### config.mk
export PLATFORM = sky130hd
export DESIGN_NAME = ucnt_window
export DESIGN_NICKNAME = d
export VERILOG_FILES = /design/src/rtl/ucnt_window.sv
export SDC_FILE = /design/constraint.sdc
export NUM_CORES = 1
export LEC_CHECK = 0
export ABC_CLOCK_PERIOD_IN_PS = 3800
export CORE_MARGIN = 2
export CORE_UTILIZATION = 56
export CTS_BUF_LIST = sky130_fd_sc_hd__clkbuf_16
export CTS_CLUSTER_SIZE = 25
export DETAILED_ROUTE_END_ITERATION = 12
export PLACE_DENSITY = 0.85
export SYNTH_ARGS = -nofsm -noshare
export SYNTH_HDL_FRONTEND = slang
export SYNTH_SLANG_ARGS = --single-unit
### constraint.sdc
create_clock -name clk -period 3.8 [get_ports clk]
set_clock_uncertainty 0.1 [all_clocks]
set_input_delay 0.76 -clock clk [delete_from_list [all_inputs] [get_ports clk]]
set_output_delay 0.76 -clock clk [all_outputs]
set_load 0.005 [all_outputs]
### src/rtl/ucnt_window.sv
// Multi-channel windowed unary bitstream counter: counts stream bits over 2^WIN_LOG2 run cycles,
// then latches per-channel results with a valid pulse. Optional gray_out port: UCNT_GRAY_OUT_EN.
module ucnt_window #(
  parameter int CH       = 4,
  parameter int CW       = 8,
  parameter int WIN_LOG2 = 8,
  parameter int BIPOLAR  = 0,
  parameter int SAT      = 1
) (
  input  logic               clk,
  input  logic               rst_n,
  input  logic               clr,
  input  logic               run,
  input  logic [CH-1:0]      bit_in,
  output logic [CH*CW-1:0]   cnt_live,
  output logic [CH*CW-1:0]   cnt_out,
  output logic [CH-1:0]      ovf,
  output logic               out_valid,
  output logic               busy
`ifdef UCNT_GRAY_OUT_EN
  , output logic [CH*CW-1:0] gray_out
`endif
);

  // state | meaning
  // IDLE  | no window in progress; first run=1 cycle starts one
  // RUN   | window in progress (possibly paused by run=0)
  typedef enum logic {IDLE = 1'b0, RUN = 1'b1} state_t;

  localparam logic [CW-1:0] HI  = (BIPOLAR != 0) ? {1'b0, {(CW-1){1'b1}}} : {CW{1'b1}};
  localparam logic [CW-1:0] LO  = (BIPOLAR != 0) ? {1'b1, {(CW-1){1'b0}}} : {CW{1'b0}};
  localparam logic [CW-1:0] ONE = {{(CW-1){1'b0}}, 1'b1};
  localparam logic [WIN_LOG2-1:0] WONE = {{(WIN_LOG2-1){1'b0}}, 1'b1};

  state_t               state, state_nxt;
  logic [CH*CW-1:0]     acc, acc_nxt;
  logic [CH-1:0]        sticky, evt;
  logic [WIN_LOG2-1:0]  wcnt;
  logic                 done;

  assign done     = run && !clr && (wcnt == {WIN_LOG2{1'b1}});
  assign cnt_live = acc;
  assign busy     = (state == RUN);

  // Per-channel step: a limit hit is an overflow event whether we clamp or wrap.
  always_comb begin
    acc_nxt = acc;
    evt     = '0;
    for (int ch = 0; ch < CH; ch++) begin
      if (bit_in[ch]) begin
        if (acc[ch*CW +: CW] == HI) begin
          evt[ch] = 1'b1;
          if (SAT == 0) acc_nxt[ch*CW +: CW] = acc[ch*CW +: CW] + ONE;
        end else begin
          acc_nxt[ch*CW +: CW] = acc[ch*CW +: CW] + ONE;
        end
      end else if (BIPOLAR != 0) begin
        if (acc[ch*CW +: CW] == LO) begin
          evt[ch] = 1'b1;
          if (SAT == 0) acc_nxt[ch*CW +: CW] = acc[ch*CW +: CW] - ONE;
        end else begin
          acc_nxt[ch*CW +: CW] = acc[ch*CW +: CW] - ONE;
        end
      end
    end
  end

  always_comb begin
    state_nxt = state;
    if (clr)       state_nxt = IDLE;
    else if (done) state_nxt = IDLE;
    else if (run)  state_nxt = RUN;
  end

  always_ff @(posedge clk or negedge rst_n) begin
    if (!rst_n) state <= IDLE;
    else        state <= state_nxt;
  end

  always_ff @(posedge clk or negedge rst_n) begin
    if (!rst_n) begin
      acc       <= '0;
      sticky    <= '0;
      wcnt      <= '0;
      cnt_out   <= '0;
      ovf       <= '0;
      out_valid <= 1'b0;
    end else begin
      out_valid <= 1'b0;
      if (clr) begin
        acc    <= '0;
        sticky <= '0;
        wcnt   <= '0;
      end else if (done) begin
        cnt_out   <= acc_nxt;
        ovf       <= sticky | evt;
        out_valid <= 1'b1;
        acc       <= '0;
        sticky    <= '0;
        wcnt      <= '0;
      end else if (run) begin
        acc    <= acc_nxt;
        sticky <= sticky | evt;
        wcnt   <= wcnt + WONE;
      end
    end
  end

`ifdef UCNT_GRAY_OUT_EN
  always_comb begin
    gray_out = '0;
    for (int ch = 0; ch < CH; ch++)
      gray_out[ch*CW +: CW] = cnt_out[ch*CW +: CW] ^ (cnt_out[ch*CW +: CW] >> 1);
  end
`endif

endmodule

==> impl_metrics.py <==
metrics = {
    "critical_path": {
        "r2r-end": "cnt_live[1]$_DFFE_PN0P_",
        "path_cells": "clkdlybuf4s50_1 -> and2b_1 -> nand3_4 -> inv_2 -> mux2_2",
        "critPathArrivalTime_ns": 2.61,
        "critPathKind": "input pin to flip-flop",
        "reg2reg_depth": 5,
        "ff2ff_setup_slack_ns": 1.46,
        "crit_slowest_cell": "clkdlybuf4s50_1",
        "endpoint_kind": "flip-flop",
        "rr_startpoint": "cnt_live[0]$_DFFE_PN0P_",
        "crit_path_end": "cnt_out[15]$_DFFE_PN0P_",
        "critPathRequiredTime_ns": 3.91,
        "critPathMaxFanout": 39,
        "startpoint_type": "input pin",
        "startpoint": "run",
        "slowest_delay_ns": 0.60,
    },
    "global_route": {
        "antenna_found_initial": 0,
        "grt_pass1_wl_um": 16800,
        "grt_pass1_vias": 3569,
        "grt_max_degree": 83,
        "grt_usage_pct": 25.4,
        "grt-ovfl-total": 0,
    },
    "yosys": {
        "synth-seq-area-share_pct": 49.6,
        "synthSimpleGateAreaFrac_pct": 19.0,
        "synth_xor_area_share_pct": 2.12,
        "synth_compound_gate_area_share_pct": 21.2,
        "synth.area.mux_share_pct": 3.00,
        "ys_warn_count": 0,
        "ys_types": 57,
        "synth_top_family_by_area": "compound AO/OA/AOI/OAI gates",
        "synth_cells": 432,
        "synth_adder_area_share_pct": 1.51,
        "synth_fp_nets": 445,
        "syn_area_um2": 4130,
        "async_reset_ff_share_pct": 100,
        "syn_avg_cell_area_um2": 9.57,
        "ys_ff_latch": 82,
        "synth_flop_cell": "dfrtp_1",
        "synth-edff-count": 0,
    },
    "cts": {
        "cts.repair.resized": 0,
        "htree_levels": 3,
        "numCtsBuffers": 9,
        "insertion_delay_ns": 0.33,
        "path_clk_slew_ns": 0.06,
        "cts_tree": "done",
        "root_buffer": "clkbuf_16",
        "cts_setup_buffers": 0,
        "clockBufferDepth": 2,
        "cts_hold_buf": 0,
        "cts_sinks": 82,
    },
    "floorplan": {
        "core_um2": 7210,
        "fp.dieW_um": 89.9,
        "num_rows": 31,
        "die_area_um2": 8090,
        "pin_count": 78,
        "start_util_pct": 57.3,
        "dieHeight_um": 89.9,
    },
    "power": {
        "peakVddDrop_v": 0.000249,
        "p_leak_nw": 2.20,
        "total_power_mw": 1.91,
        "powerDensity_nw_per_um2": 363,
    },
    "route": {
        "drc": 0,
        "vias_per_cell": 5.98,
        "post_drt_wl_per_cell_um": 16.2,
        "vias": 3629,
        "first_pass_iters": 4,
        "antenna_left": 0,
        "drt_iter0_drc": 235,
        "wl_um": 9850,
    },
    "placed_design": {
        "port_buffers": 77,
        "gp_congestion": 0.898,
        "dp.final_hpwl_um": 6620,
    },
    "sta": {
        "finalCriticalPeriod_ns": 2.50,
        "rsz0062_at_grt": "no",
        "tns_ns": 0,
        "final_max_slew_viol_count": 0,
        "hold_violations": 0,
        "setup_viol": 0,
        "fin_crit_sh_pct": 65.8,
        "slew_headroom_pct": 33.3,
        "fmax_mhz": 400,
        "worstMarginPinSlew_ns": 1.00,
    },
    "cells_and_area": {
        "final_common_cell": "dfrtp_1",
        "final_cell_mix": "82 x dfrtp_1, 76 x clkdlybuf4s50_1, 47 x nand2_1",
        "drive_gt1_share_pct": 7.48,
        "diodes": 0,
        "area_growth_pct": 27.4,
        "fin_nets": 516,
    },
    "status": {
        "status": "finished clean",
    },
    "job": {
        "maxCapViolCount": 0,
    },
    "worst_hold_path": {
        "hold_path_class": "flip-flop to flip-flop",
        "min_from": "cnt_out[18]$_DFFE_PN0P_",
    },
}
## worst max-delay path, delay by kind of cell
family | cells | cell delay [ns]
muxes | 1 | 0.35
and+or+nand+nor | 2 | 0.59
buffers and inverters | 2 | 0.89
## through the flow
| step | instance area (µm²) | setup slack [ns] | cells | hold WS (ns) | utilization [%] |
|---|---|---|---|---|---|
| finish | 5270 | 1.30 | 607 | 0.375 | 73.0 |
| CTS | 5270 | 1.30 | 607 | 0.382 | 73.0 |
| detailed placement | 4950 | 0.977 | 591 | 0.369 | 68.7 |
| global placement | 4950 | 1.05 | 591 | 0.363 | 68.7 |
| global route | 5270 | 1.18 | 607 | 0.400 | 73.0 |
| floorplan | 4130 | 1.87 | 432 | 0.357 | - |
## registers in the layout, indices dropped and copies added, names as in the netlist
| signal | count |
|---|---|
| cnt_out | 32 |
| wcnt | 8 |
| out_valid | 1 |
| sticky | 4 |
| ovf | 4 |
| cnt_live | 32 |
| busy | 1 |
## cells by family after synthesis
logic type | count (synthesis)
buffers and inverters | 33
flip-flops | 82
XOR/XNOR | 10
adder cells (fa/ha/maj) | 5
AO/OA/AOI/OAI | 141
multiplexers | 12
AND/OR/NAND/NOR | 149
## how the worst min path moves through the flow
stage	endpoint	slack, ns	cells past startpoint
floorplan	busy$_DFFE_PN0P_	0.36	0
global placement	cnt_out[28]$_DFFE_PN0P_	0.36	2
detailed placement	cnt_out[18]$_DFFE_PN0P_	0.37	2
CTS	cnt_out[18]$_DFFE_PN0P_	0.38	2
global route	cnt_out[18]$_DFFE_PN0P_	0.40	2
finish	cnt_out[18]$_DFFE_PN0P_	0.37	2
## power breakdown
| part | leakage (nW) | switching, mW | internal [mW] |
|---|---|---|---|
| logic | 0.898 | 0.0679 | 0.0412 |
| registers | 1.14 | 0.0123 | 0.881 |
| clock network | 0.162 | 0.337 | 0.569 |
## cells in the mapped netlist (all sizes together), types with 4 or more instances
| cell type | count | area (µm²) |
|---|---|---|
| and4 | 8 | 76.3 |
| ha | 5 | 62.6 |
| a21o | 6 | 45.0 |
| mux2i | 9 | 90.1 |
| xnor2 | 7 | 61.3 |
| dfrtp | 82 | 2050 |
| and2 | 6 | 37.5 |
| a31oi | 14 | 93.8 |
| o211ai | 4 | 30.0 |
| a21oi | 42 | 225 |
| and3 | 10 | 62.6 |
| nor2 | 30 | 113 |
| or3 | 6 | 37.5 |
| o31ai | 6 | 45.0 |
| nand3 | 16 | 92.6 |
| o21ai | 48 | 248 |
| clkbuf | 10 | 38.8 |
| nand2 | 47 | 176 |
| nand4 | 9 | 68.8 |
| inv | 12 | 45.0 |
| nand2b | 5 | 31.3 |
| buf | 11 | 62.6 |
## layer usage
layer / global-route usage [%] / vias to the layer above / part of all wire (%)
li1: - / 1727 / -
met1: 33.9 / 1761 / 44
met2: 41.4 / 120 / 48
met3: 5.78 / 21 / 5.5
met4: 8.85 / 0 / 2.1
met5: 0 / - / 0
## final cells by class
cell class                      count  area [µm²]
Sequential cell                    82        2050
Fill cell                         520        1950
Multi-Input combinational cell    317        1940
Timing Repair Buffer               81         798
Clock buffer                        9         225
Tap cell                           99         124
Clock inverter                      7        86.3
Inverter                           12        45.0
Power figures use the tool's default switching activity.
